`config.mk`:
```
export PLATFORM = sky130hd
export DESIGN_NAME = fetch_stage
export DESIGN_NICKNAME = d
export VERILOG_FILES = /design/src/rtl/core_pkg.sv /design/src/rtl/fetch_timeout_ctr.sv /design/src/rtl/fetch_stage.sv
export SDC_FILE = /design/constraint.sdc
export NUM_CORES = 1
export LEC_CHECK = 0
export ABC_AREA = 1
export BUFFER_PORTS_ARGS = -buffer_cell sky130_fd_sc_hd__buf_4
export CORE_UTILIZATION = 45
export CTS_BUF_LIST = sky130_fd_sc_hd__clkbuf_2
export DETAILED_ROUTE_END_ITERATION = 10
export PLACE_DENSITY = 0.71
export SETUP_SLACK_MARGIN = 0.5
export SLEW_MARGIN = 25
export SYNTH_ARGS = -nofsm -noshare
export SYNTH_HDL_FRONTEND = slang
export SYNTH_SLANG_ARGS = --single-unit
```
`constraint.sdc`:
```
create_clock -name clk -period 3.6 [get_ports clk]
set_clock_uncertainty 0.15 [all_clocks]
set_input_delay 0.36 -clock clk [delete_from_list [all_inputs] [get_ports clk]]
set_output_delay 0.36 -clock clk [all_outputs]
set_load 0.005 [all_outputs]
```
`src/rtl/core_pkg.sv`:
```
// Shared definitions for the ARMv4 core front end.
// Contents:
//   WORD_W        - datapath / address width
//   PC_STEP       - sequential fetch increment
//   PC_R15_OFFSET - pipeline offset seen when R15 is read
//   fetch_state_t - fetch_stage FSM encoding
//   imem_req_t    - registered request presented to instruction memory
//   word_align()  - clears the byte-offset bits of an address
package core_pkg;

    localparam int WORD_W        = 32;
    localparam int PC_STEP       = 4;
    localparam int PC_R15_OFFSET = 8;

    typedef enum logic [2:0] {
        IDLE    = 3'd0,
        REQ     = 3'd1,
        HOLD    = 3'd2,
        DISCARD = 3'd3,
        ERR     = 3'd4
    } fetch_state_t;

    typedef struct packed {
        logic              req;
        logic [WORD_W-1:0] addr;
    } imem_req_t;

    function automatic logic [WORD_W-1:0] word_align(input logic [WORD_W-1:0] a);
        return {a[WORD_W-1:2], 2'b00};
    endfunction

endpackage

```
`src/rtl/fetch_timeout_ctr.sv`:
```
// Saturating wait-state counter for the instruction fetch handshake.
// Ports:
//   clk, rst - core clock, asynchronous active-low reset
//   clr      - return the count to zero (has priority over inc)
//   inc      - one more cycle spent waiting for an ack
//   term     - the count has reached LIMIT-1, i.e. this is the LIMIT-th
//              waiting cycle if inc is also high
module fetch_timeout_ctr #(
    parameter int LIMIT = 16
) (
    input  logic clk,
    input  logic rst,
    input  logic clr,
    input  logic inc,
    output logic term
);

    localparam int CW = 8;

    logic [CW-1:0] count;

    always_ff @(posedge clk or negedge rst) begin
        if (!rst) begin
            count <= '0;
        end else if (clr) begin
            count <= '0;
        end else if (inc && (count != '1)) begin
            count <= count + 1'b1;
        end
    end

    assign term = (count == CW'(LIMIT - 1));

endmodule

```
`src/rtl/fetch_stage.sv`:
```
// Instruction-fetch stage: owns the PC, runs the req/ack handshake with
// instruction memory and holds one instruction until the decoder takes it.
// Ports:
//   clk, rst      - core clock, asynchronous active-low reset
//   imem_req      - fetch request, held until imem_ack
//   imem_addr     - word-aligned fetch address, stable while waiting
//   imem_rdata    - instruction word, qualified by imem_ack
//   imem_ack      - one-cycle completion strobe
//   instr         - held instruction
//   instr_valid   - instr is valid and not yet consumed
//   instr_ready   - consumer retires the held instruction this cycle
//   pc_src        - take result as next PC (sampled on consume only)
//   result        - redirect / flush target
//   flush         - abort the outstanding fetch and restart at result
//   pc            - address of the held instruction
//   pc_plus8      - pc + 8, the R15 read value
//   bus_err       - sticky: ack timeout or misaligned redirect
module fetch_stage
    import core_pkg::*;
#(
    parameter logic [31:0] RESET_PC    = 32'h0000_0000,
    parameter int          ACK_TIMEOUT = 16
) (
    input  logic        clk,
    input  logic        rst,
    output logic        imem_req,
    output logic [31:0] imem_addr,
    input  logic [31:0] imem_rdata,
    input  logic        imem_ack,
    output logic [31:0] instr,
    output logic        instr_valid,
    input  logic        instr_ready,
    input  logic        pc_src,
    input  logic [31:0] result,
    input  logic        flush,
    output logic [31:0] pc,
    output logic [31:0] pc_plus8,
    output logic        bus_err
);

    fetch_state_t      state;
    imem_req_t         mreq;
    logic [WORD_W-1:0] pc_q;
    logic [WORD_W-1:0] instr_q;
    logic              valid_q;
    logic              err_q;

    logic [WORD_W-1:0] tgt;
    logic              misal;
    logic [WORD_W-1:0] next_pc;
    logic              waiting;
    logic              term;

    assign tgt     = word_align(result);
    assign misal   = |result[1:0];
    assign next_pc = pc_src ? tgt : pc_q + WORD_W'(PC_STEP);

    // Counting covers DISCARD too: the dropped transaction can hang the bus
    // just as well as a live one.
    assign waiting = ((state == REQ) || (state == DISCARD)) && !imem_ack;

    fetch_timeout_ctr #(
        .LIMIT (ACK_TIMEOUT)
    ) u_tmo (
        .clk  (clk),
        .rst  (rst),
        .clr  (!waiting),
        .inc  (waiting),
        .term (term)
    );

    always_ff @(posedge clk or negedge rst) begin
        if (!rst) begin
            state     <= IDLE;
            mreq.req  <= 1'b0;
            mreq.addr <= RESET_PC;
            pc_q      <= RESET_PC;
            instr_q   <= '0;
            valid_q   <= 1'b0;
            err_q     <= 1'b0;
        end else begin
            case (state)
                IDLE: begin
                    mreq.req  <= 1'b1;
                    mreq.addr <= pc_q;
                    state     <= REQ;
                end
                REQ: begin
                    if (imem_ack) begin
                        if (flush) begin
                            // Data belongs to the aborted stream; the bus is
                            // free, so the new request can go out at once.
                            pc_q      <= tgt;
                            mreq.addr <= tgt;
                            err_q     <= err_q | misal;
                        end else begin
                            instr_q  <= imem_rdata;
                            valid_q  <= 1'b1;
                            mreq.req <= 1'b0;
                            state    <= HOLD;
                        end
                    end else if (term) begin
                        err_q    <= 1'b1;
                        mreq.req <= 1'b0;
                        state    <= ERR;
                    end else if (flush) begin
                        // Address must not move until the pending ack lands.
                        pc_q  <= tgt;
                        err_q <= err_q | misal;
                        state <= DISCARD;
                    end
                end
                HOLD: begin
                    if (flush) begin
                        valid_q   <= 1'b0;
                        pc_q      <= tgt;
                        mreq.req  <= 1'b1;
                        mreq.addr <= tgt;
                        err_q     <= err_q | misal;
                        state     <= REQ;
                    end else if (instr_ready) begin
                        valid_q   <= 1'b0;
                        pc_q      <= next_pc;
                        mreq.req  <= 1'b1;
                        mreq.addr <= next_pc;
                        err_q     <= err_q | (pc_src & misal);
                        state     <= REQ;
                    end
                end
                DISCARD: begin
                    if (imem_ack) begin
                        // One idle cycle separates the dropped and new requests.
                        mreq.req <= 1'b0;
                        state    <= IDLE;
                    end else if (term) begin
                        err_q    <= 1'b1;
                        mreq.req <= 1'b0;
                        state    <= ERR;
                    end else if (flush) begin
                        pc_q  <= tgt;
                        err_q <= err_q | misal;
                    end
                end
                ERR: begin
                    mreq.req <= 1'b0;
                    valid_q  <= 1'b0;
                end
                default: begin
                    mreq.req <= 1'b0;
                    valid_q  <= 1'b0;
                    state    <= IDLE;
                end
            endcase
        end
    end

    assign imem_req    = mreq.req;
    assign imem_addr   = mreq.addr;
    assign instr       = instr_q;
    assign instr_valid = valid_q;
    assign pc          = pc_q;
    assign pc_plus8    = pc_q + WORD_W'(PC_R15_OFFSET);
    assign bus_err     = err_q;

endmodule

```
== Word-level counts from Yosys, hierarchy flattened ==
Index checks and enable logic that the tools add are counted.

* Mux-type cells: 41
* Add/subtract/negate cells: 3
* Bitwise gates (word level): 6
* Reduce and logical (&&, ||, !) cells: 15
* Equality and inequality tests: 15

{| class="wikitable"
|+ Operator list
! cell !! count
|-
| 32-bit two-way mux || 9
|-
| 32-bit one-hot mux with 3 select lines || 2
|-
| 33-bit two-way mux || 2
|-
| 32-bit by 3-bit adder with 32-bit output (second input constant) || 1
|-
| 32-bit by 4-bit adder with 32-bit output (second input constant) || 1
|-
| 3-bit two-way mux || 8
|-
| 8-bit two-way mux || 2
|-
| 3-bit one-hot mux with 5 select lines || 1
|-
| 1-bit two-way mux || 14
|-
| 2-bit != test (second input constant) || 5
|-
| 3-bit != test (second input constant) || 3
|-
| 8-bit by 1-bit adder with 8-bit output (second input constant) || 1
|-
| 8-bit by 4-bit equality test with 1-bit output (second input constant) || 1
|-
| 8-bit != test (second input constant) || 1
|-
| 4-bit AND reduction || 2
|-
| 3-bit by 2-bit equality test with 1-bit output (second input constant) || 2
|-
| 1-bit one-hot mux with 3 select lines || 2
|-
| 3-bit AND reduction || 2
|-
| 3-bit nonzero test || 2
|-
| 5-bit AND reduction || 1
|-
| 4-bit != test (second input constant) || 1
|-
| 1-bit one-hot mux with 4 select lines || 1
|-
| 2-bit OR reduction || 2
|-
| 3-bit by 1-bit equality test with 1-bit output (second input constant) || 1
|-
| 9 further kinds || 13
|}

* Bits in registers: 110
* Input bits: 70
* Logic and storage cells: 88
* Output and inout bits: 131

== Logic depth before layout (Yosys ltp) ==
Gate-level depths: netlist of the first run.

* Depth after elaboration: 6
* Mapped depth: 12
* Mapped depth without buffers: 12

== Hierarchy ==
Synthesis of the first run repeated with hierarchy kept, for this count alone.

* Cells, all modules: 1197
* Area total of the unflattened synthesis: 7768.7 µm²

{| class="wikitable"
|+ Modules (own cells, without submodules)
! module !! sequential area each (µm²) !! area each (µm²) !! cells each !! instances
|-
| fetch_stage || 2552.4 || 7244.4 || 1123 || 1
|-
| fetch_timeout_ctr || 200.2 || 524.3 || 74 || 1
|}

== Least setup slack after synthesis of the first run ==
No wires, ideal clock.

* Path kind: reg-to-output
* Start: reg pc_q[4], in the netlist pc[4]
* End: out pc_plus8[23]
* Setup slack: 1.614 ns
* Buffers on the path: 0
* Stages on the path, launching flop included: 7
* Arrival: 1.476 ns
* Required time: 3.090 ns
* Path through: dfrtp_1 > ha_1 > nand3_1 > nor2_1 > nand2_1 > nor2_1 > xor2_1

* Longest elaborated chain between the ends: 1

{| class="wikitable"
|+ Ends and longest elaborated chain
! what !! line !! text
|-
| start, declared || fetch_stage.sv:43 || <nowiki>logic [WORD_W-1:0] pc_q;</nowiki>
|-
| start signal, assigned || fetch_stage.sv:93 || <nowiki>pc_q <= tgt;</nowiki>
|-
| start signal, assigned || fetch_stage.sv:108 || <nowiki>pc_q <= tgt;</nowiki>
|-
| start signal, assigned || fetch_stage.sv:116 || <nowiki>pc_q <= tgt;</nowiki>
|-
| 32-bit by 4-bit adder with 32-bit output || fetch_stage.sv:162 || <nowiki>assign pc_plus8 = pc_q + WORD_W'(PC_R15_OFFSET);</nowiki>
|-
| end, declared || fetch_stage.sv:37 || <nowiki>output logic [31:0] pc_plus8,</nowiki>
|}

No other way between the ends.

== Worst setup path in the final report of the first run ==
* Start: reg pc_q[12], in the netlist pc[12]
* End: out pc_plus8[24]

Same word-level chain as after synthesis.

==> results of run 1 <==
## registers in the layout, summed over array words and instances (netlist names)
signal,flops
state,3
pc,32
imem_addr,32
instr_valid,1
bus_err,1
instr,32
u_tmo.count,8
imem_req,1
## cell usage in the layout (no fill, tap or decap), types with 4 or more instances in the layout
cell type and n:
dfrtp_2 17, dfrtp_1 93, o21ai_0 88, buf_4 220, o22ai_1 12, nor2_1 109
nand2_2 9, nand2_1 292, inv_1 102, inv_2 7, or2_0 6, nand3_1 73
o21ai_1 7, nor3_1 5, nor2_4 7, mux2_1 5, clkbuf_2 11, nor2_2 10
a31oi_1 5, mux2_2 27, nand4_1 7, o211ai_1 4, xor2_1 28, dlygate4sd3_1 67
a21oi_1 21
## where the power goes
group	total, mW	internal (mW)	switching, mW	leakage [nW]
logic	0.207	0.115	0.0921	3.47
registers	1.24	1.24	0.000606	1.46
clock network	0.635	0.176	0.459	0.0747
total	2.08	1.53	0.552	5.00
## worst max-delay path, cell delays in order, from the launching register on
cell and delay (ns):
dfrtp_2 0.49, nand2_1 0.15, nor2_4 0.16, inv_1 0.09
nor3_4 0.20, nand2_1 0.12, nor2_2 0.12, xor2_1 0.26
buf_4 0.16
## what timing repair did
| action | 4_1_cts | 5_1_grt |
|---|---|---|
| endpoints found under the hold margin | 167 | 0 |
| setup endpoints to repair | 13 | 13 |
| hold buffers | 67 | 0 |
| gates resized for setup | 13 | 23 |
| setup buffers | 3 | 11 |
## path summary, 6_finish.rpt
kind / start / end
worst max-delay path: pc[12]$_DFFE_PN0P_ / pc_plus8[24]
worst min-delay path: flush / pc[14]$_DFFE_PN0P_
worst max register to register: state[0]$_DFFE_PN0P_ / imem_addr[29]$_DFFE_PN0P_
worst min register to register: bus_err$_DFFE_PN0P_ / bus_err$_DFFE_PN0P_
max in group asynchronous: rst / instr[20]$_DFFE_PN0P_
min in group asynchronous: rst / pc[24]$_DFFE_PN0P_
## layout make-up
| class | count | area [µm²] |
|---|---|---|
| fillers | 1380 | 5579 |
| multi-input cells | 739 | 3769 |
| flip-flops and latches | 110 | 2774 |
| repair buffers | 288 | 2342 |
| inverters | 109 | 409.1 |
| well taps | 211 | 264.0 |
| clock inverters | 5 | 66.31 |
| clock buffers | 11 | 55.05 |
## cells by family (layout without fill, tap and decap cells)
logic type / after synthesis / in the layout / share of synthesized area, %
multiplexers: 32 / 32 / 5.109
AND/OR/NAND/NOR: 527 / 527 / 31.60
AO/OA/AOI/OAI: 148 / 148 / 11.53
adder cells (fa/ha/maj): 3 / 3 / 0.5323
flip-flops: 110 / 110 / 39.03
XOR/XNOR: 29 / 29 / 3.601
buffers and inverters: 147 / 413 / 8.604
## stage by stage
step / power, mW / utilization, % / cell area, µm² / setup WS [ns] / std cells
finish: 2.083 / 63.44 / 9679 / 0.6560 / 1473
global route: 2.157 / 63.44 / 9679 / 0.4569 / 1473
CTS: 2.100 / 62.46 / 9530 / 0.5004 / 1462
detailed placement: 1.407 / 56.93 / 8686 / 1.022 / 1376
global placement: 1.405 / 56.93 / 8686 / 1.101 / 1376
floorplan: 1.304 / - / 7053 / 1.614 / 996
## metal layers
layer | global-route usage (%) | up-vias | wire [µm]
met5 | 0 | - | 0
met4 | 10.36 | 0 | 542
li1 | - | 3713 | -
met3 | 6.114 | 39 | 1695
met1 | 37.11 | 3525 | 9873
met2 | 48.45 | 320 | 10880
==> impl_metrics.csv, run 1 <==
group,metric,value,unit
routing,drc,0,
layout,antennaDiodeCount,0,
floorplanning,ios,201,
yosys,synth-main-ff-cell,"dfrtp_1",
worst_setup_path,worstPathMaxFanout,5,
floorplanning,die_h,127.2,µm
cts,cts-root-buf,"clkbuf_2",
pwr,p_leak,4.997,nW
worst_setup_path,start_kind,"flop",
cts,clockBufferDepth,2,
pwr,ir_drop,0.2489,mV
worst_setup_path,r2r_slack,1.07,ns
status,status,"finished, final reports clean",
timing,finalSetupViolCount,0,
timing,tightest_slew,0.8433,ns
global_routing,grt_pass1_wl,36.74,mm
floorplanning,die_w,127.2,µm
timing,rsz0062_at_grt,"true",
timing,slew_violations,0,
timing,min_period_over_period,81.78,%
yosys,synth_edf_count,0,
placement,port_buffers,200,
layout,syn_to_final_growth,37.24,%
timing,final.setup.tns,0,ns
flow_run,cap_violations,0,
yosys,synthArstFlopShare,100.0,%
global_routing,grt_max_degree,64,
routing,wl_per_cell,15.61,µm
worst_setup_path,crit_required,3.09,ns
yosys,yosysMostFrequentCell,"nand2_1",
timing,fmax,0.3397,GHz
placement,gp_congestion,0.9673,
floorplanning,placeableCoreArea,15260,µm²
worst_setup_path,crit_type,"flop to primary output",
yosys,yosysWarnings,0,
floorplanning,fp-row-count,45,
yosys,synth_common_cells,"294 x nand2_1, 116 x nor2_1, 110 x dfrtp_1, 103 x inv_1, 88 x o21ai_0",
global_routing,grt_pass1_vias,7291,
layout,layout-drive-gt1-share,25.91,%
cts,worstSkewPairLatency,0.69,ns
placement,dp_hpwl,16.09,mm
routing,num_vias,7597,
cts,clock_sinks,110,
layout,fin_nets,1330,
global_routing,grt_antenna_before_repair,0,
routing,ant_nets,0,
timing,hold_ws,0.09893,ns
routing,wl,22.99,mm
floorplanning,start_util,46.22,%
yosys,synth_fp_nets,1069,
pwr,power.density,215.2,nW/µm²
worst_hold_path,min_path_type,"primary input to flop",
yosys,synth-seq-area-share,39.03,%
worst_setup_path,reg2regPathDepth,10,
yosys,post_synth.cell_area_avg,7.081,µm²
cts,clk_pin_slew,0.33,ns
yosys,yosysUniqueCellTypes,38,
yosys,synthTopCellsByArea,"dfrtp_1 39%, nand2_1 16%, o21ai_0 6.2%",
cts,htreeDepth,3,
yosys,syn_area,7053,µm²
worst_setup_path,arrival,2.43,ns
yosys,yosys.area.top_type_share,39.03,%
global_routing,grt_overflow,0,
routing,detail_route.first_pass.iterations,5,
timing,hold_viol,0,
timing,timing.final.crit_period,2.944,ns
worst_setup_path,end_kind,"primary output",
floorplanning,die_area,16180,µm²
routing,drt_iter0_drc,575,
routing,vias_per_cell,5.158,
cts,cts_buffers,9,
global_routing,grt_usage,28.96,%
timing,slew_headroom,43.78,%
yosys,syn_inst,996,
yosys,yosys_register_bits,110,
worst_hold_path,whs_path_depth,5,
yosys,synth_area_leader_cell,"dfrtp_1",
cts,cts_tree,"built",
(Power assumes the default switching activity.)
==> run 2: changes to the inputs <==
==> constraint.sdc (replaced) <==
create_clock -name clk -period 3 [get_ports clk]
set_clock_uncertainty 0.15 [all_clocks]
set_input_delay 0.3 -clock clk [delete_from_list [all_inputs] [get_ports clk]]
set_output_delay 0.3 -clock clk [all_outputs]
set_load 0.005 [all_outputs]
==> impl_metrics.csv, run 2 (synthesized netlist as in run 1, its figures left out) <==
group,metric,value,unit
routing,drc,0,
cts,cts-root-buf,"clkbuf_2",
global_routing,grt_usage,31.61,%
cts,htreeDepth,3,
layout,antennaDiodeCount,0,
cts,worstSkewPairLatency,0.70,ns
routing,num_vias,8106,
timing,tightest_slew,0.5322,ns
timing,rsz0062_at_grt,"true",
worst_setup_path,start_kind,"flop",
layout,final_core_util,69.06,%
floorplanning,fp-row-count,45,
cts,clockBufferDepth,2,
status,status,"finished, final reports clean",
routing,drt_iter0_drc,745,
global_routing,grt_pass1_wl,39.99,mm
worst_setup_path,arrival,2.28,ns
worst_setup_path,end_kind,"primary output",
pwr,power.density,229.1,nW/µm²
global_routing,grt_antenna_before_repair,0,
timing,slew_violations,0,
floorplanning,die_w,127.2,µm
timing,final.setup.tns,0,ns
layout,multi_input_area,4135,µm²
layout,layout-drive-gt1-share,33.86,%
layout,layout_commonest_cell,"nand2_1",
cts,clock_sinks,110,
routing,ant_nets,0,
timing,slew_headroom,64.52,%
pwr,ir_drop,0.2426,mV
timing,finalSetupViolCount,0,
routing,wl_per_cell,16.53,µm
pwr,p_leak,5.382,nW
flow_run,cap_violations,0,
worst_setup_path,crit_type,"flop to primary output",
pwr,p_total,2.414,mW
layout,finalInstanceArea,10540,µm²
placement,dp_slack,0.6726,ns
timing,hold_viol,0,
timing,worst_slack,0.2744,ns
layout,fin_nets,1388,
worst_setup_path,worstPathMaxFanout,4,
cts,cts_buffers,9,
worst_setup_path,r2r_slack,0.51,ns
floorplanning,placeableCoreArea,15260,µm²
placement,port_buffers,200,
placement,dp.cells,1383,
layout,final_cell_mix,"269 x nand2_1, 259 x buf_4, 99 x inv_1, 90 x nor2_1, 88 x o21ai_0",
placement,dpl_cell_area,8738,µm²
floorplanning,start_util,46.22,%
timing,hold_ws,0.05531,ns
floorplanning,ios,201,
layout,syn_to_final_growth,49.41,%
routing,detail_route.first_pass.iterations,5,
global_routing,grt_max_degree,50,
timing,min_period_over_period,90.85,%
layout,regArea,2781,µm²
floorplanning,die_h,127.2,µm
routing,vias_per_cell,5.295,
placement,gp_congestion,1.013,
routing,wl,25.31,mm
layout,fill_cells,1250,
placement,dp_hpwl,17.01,mm
worst_hold_path,min_path_type,"primary input to flop",
layout,finalNonFillerCells,1531,
timing,timing.final.crit_period,2.726,ns
worst_setup_path,crit_required,2.55,ns
global_routing,grt_overflow,0,
timing,fmax,0.3669,GHz
global_routing,grt_pass1_vias,7693,
cts,clk_pin_slew,0.35,ns
cts,cts_tree,"built",
floorplanning,die_area,16180,µm²
-- run 2: where the power goes --
| group | internal [mW] | switching, mW |
|---|---|---|
| clock network | 0.121 | 0.553 |
| registers | 1.49 | 0.000668 |
| logic | 0.140 | 0.112 |
-- run 2: worst max-delay path, cell delays in order, from the launching register on --
cell and delay, ns:
dfrtp_1 0.51, buf_6 0.13, ha_4 0.14, nand3_4 0.13
nor2_4 0.12, inv_2 0.07, nor2_4 0.13, nand2_2 0.08
xor2_2 0.15, buf_4 0.14
-- run 2: worst paths after layout --
check / start / end / cells after the start
min reg2reg: bus_err$_DFFE_PN0P_ / bus_err$_DFFE_PN0P_ / 2
max in group asynchronous: rst / pc[27]$_DFFE_PN0P_ / 4
max: pc[3]$_DFFE_PN0P_ / pc_plus8[29] / 9
max reg2reg: pc[3]$_DFFE_PN0P_ / pc[31]$_DFFE_PN0P_ / 14
min: flush / pc[23]$_DFFE_PN0P_ / 7
min in group asynchronous: rst / pc[12]$_DFFE_PN0P_ / 4
-- run 2: area by class of cell --
type                    instances  area share (%)
multi-input cells             739           39.24
flip-flops and latches        110           26.40
well taps                     211           2.505
inverters                     109           3.906
clock buffers                  10          0.4749
clock inverters                 6          0.4275
repair buffers                346           27.05
-- run 2: per-layer routing --
layer  wire, µm  global-route usage (%)  part of all wire (%)
met1      10070                   39.57                    40
met5          0                       0                     0
met4        686                   9.944                   2.7
met3       2488                   8.543                   9.8
met2      12060                   53.20                    48
-- run 2: what timing repair did --
action / 4_1_cts / 5_1_grt
cloned: 0 / 0
endpoints found under the hold margin: 217 / 0
endpoints found under the setup margin: 25 / 24
pin swaps: 21 / 27
hold buffers: 69 / 0
gates resized for setup: 100 / 44
setup buffers: 50 / 13
==> run 3: changes to the inputs <==
--- a/config.mk
+++ b/config.mk
@@ -7,6 +7,7 @@
 export LEC_CHECK = 0
 export ABC_AREA = 1
 export BUFFER_PORTS_ARGS = -buffer_cell sky130_fd_sc_hd__buf_4
+export CORE_ASPECT_RATIO = 0.5
 export CORE_UTILIZATION = 45
 export CTS_BUF_LIST = sky130_fd_sc_hd__clkbuf_2
 export DETAILED_ROUTE_END_ITERATION = 10
==> impl_metrics.csv, run 3 (synthesized netlist as in run 1, its figures left out) <==
group,metric,value,unit
pwr,p_total,2.427,mW
timing,rsz0062_at_grt,"true",
cts,htreeDepth,3,
floorplanning,die_h,90.53,µm
routing,drc,16,
floorplanning,die_area,16210,µm²
global_routing,grt_usage,32.29,%
status,status,"finished with violations",
cts,clockBufferDepth,2,
layout,fill_cells,1200,
pwr,p_int,1.755,mW
routing,vias_per_cell,5.458,
layout,antennaDiodeCount,0,
cts,cts_tree,"built",
placement,dp_hpwl,17.38,mm
placement,gp_congestion,0.9832,
global_routing,grt_pass1_wl,40.70,mm
floorplanning,placeableCoreArea,14890,µm²
pwr,ir_drop,0.2219,mV
pwr,p_seq_share,61.4,%
global_routing,grt_overflow,0,
worst_setup_path,regToRegStartpoint,"pc[8]$_DFFE_PN0P_",
timing,slew_headroom,47.99,%
pwr,p_leak,5.525,nW
routing,num_vias,8373,
worst_setup_path,start_kind,"flop",
timing,min_period_over_period,93.04,%
cts,worstSkewPairLatency,0.69,ns
pwr,power.density,227.3,nW/µm²
floorplanning,start_util,47.35,%
global_routing,grt_max_degree,45,
worst_setup_path,r2r_slack,0.45,ns
timing,slew_violations,0,
flow_run,cap_violations,0,
routing,wl,26.42,mm
cts,cts-root-buf,"clkbuf_2",
timing,hold_ws,0.1052,ns
timing,final.setup.tns,0,ns
worst_setup_path,end_kind,"primary output",
placement,port_buffers,200,
layout,finalNonFillerCells,1534,
worst_setup_path,startpoint,"pc[6]$_DFFE_PN0P_",
timing,tightest_slew,0.7774,ns
layout,fin_nets,1404,
timing,hold_viol,0,
worst_setup_path,crit_required,2.55,ns
global_routing,grt_antenna_before_repair,0,
routing,detail_route.first_pass.iterations,8,
layout,final_cell_mix,"271 x buf_4, 265 x nand2_1, 94 x inv_1, 89 x nor2_1, 88 x o21ai_0",
cts,cts_buffers,9,
worst_setup_path,r2r_end,"pc[21]$_DFFE_PN0P_",
worst_setup_path,worstPathMaxFanout,3,
timing,timing.final.crit_period,2.791,ns
pwr,switchingPower,0.6720,mW
pwr,switching_share,27.69,%
floorplanning,die_w,179.1,µm
timing,fmax,0.3583,GHz
pwr,clkPwrFrac,28.0,%
status,violations,"design-rule violations",
layout,multi_input_area,4126,µm²
worst_setup_path,arrival,2.34,ns
worst_hold_path,min_path_type,"primary input to flop",
floorplanning,fp-row-count,31,
routing,ant_nets,0,
layout,regArea,2783,µm²
placement,dpl_cell_area,8742,µm²
global_routing,grt_pass1_vias,7939,
layout,syn_to_final_growth,51.38,%
floorplanning,ios,201,
layout,layout-drive-gt1-share,35.18,%
routing,wl_per_cell,17.22,µm
layout,finalInstanceArea,10680,µm²
timing,finalSetupViolCount,0,
cts,clk_pin_slew,0.34,ns
layout,layout_commonest_cell,"buf_4",
cts,clock_sinks,110,
pwr,power_frac_comb,10.6,%
worst_setup_path,crit_type,"flop to primary output",
worst_setup_path,crit_end,"pc_plus8[24]",
placement,dp.cells,1371,
routing,drt_iter0_drc,757,
worst_setup_path,reg2regPathDepth,19,
[run 3: changes by cell type in the layout (fill, tap and decap cells not counted), sizes merged]
cell,before,now
buf,278,294
clkbuf,10,9
clkinvlp,1,0
inv,111,113
[run 3: power groups by stage]
stage	Sequential (mW)	Combinational, mW	Clock (mW)
6_report	1.49	0.258	0.679
5_1_grt	1.49	0.283	0.743
4_1_cts	1.49	0.254	0.696
3_5_place_dp	1.51	0.178	0
3_3_place_gp	1.51	0.175	0
2_1_floorplan	1.51	0.0528	0
[run 3: worst min-delay path by stage]
stage               startpoint                         end  slack (ns)  cells after the start
global route             flush          pc[23]$_DFFE_PN0P_        0.12                      7
global placement           rst  u_tmo.count[0]$_DFFE_PN0P_        0.22                      1
CTS                      flush          pc[14]$_DFFE_PN0P_        0.08                      5
detailed placement         rst  u_tmo.count[1]$_DFFE_PN0P_        0.22                      1
floorplan                  rst         bus_err$_DFFE_PN0P_       -0.15                      0
finish                   flush          pc[14]$_DFFE_PN0P_        0.11                      5
[run 3: per-layer routing]
metal	wire, µm	GRT usage, %
met5	0	0
met4	524	8.404
met3	3039	9.933
met2	12330	51.77
met1	10530	42.05
[run 3: repair_timing]
item | 4_1_cts | 5_1_grt
resized for setup | 79 | 80
buffers inserted | 44 | 34
hold endpoints to repair | 207 | 0
hold buffers | 69 | 0
endpoints found under the setup margin | 25 | 38
pin swaps | 18 | 33
[run 3: stage by stage]
stage / worst slack (ns) / utilization [%]
floorplan: 1.074 / -
global placement: 0.5279 / 58.69
detailed placement: 0.5477 / 58.69
CTS: 0.1821 / 67.94
global route: 0.1010 / 71.68
finish: 0.2088 / 71.68
[run 3: layout make-up]
| class | instances | share of cell area (%) |
|---|---|---|
| clock inverter | 7 | 0.5039 |
| tap | 198 | 2.320 |
| multi-input combinational | 739 | 38.65 |
| sequential | 110 | 26.06 |
| inverter | 109 | 3.856 |
| clock buffer | 9 | 0.4219 |
| timing repair buffer | 362 | 28.18 |
[run 3: worst max-delay path, stage by stage, from the launching register on]
cell and delay (ns):
dfrtp_2 0.46, nand2_1 0.13, nor2_2 0.18, nand2_2 0.09, nor3_4 0.17, nand2_2 0.12, nor2_4 0.12, buf_6 0.11
xor2_2 0.14, buf_4 0.13
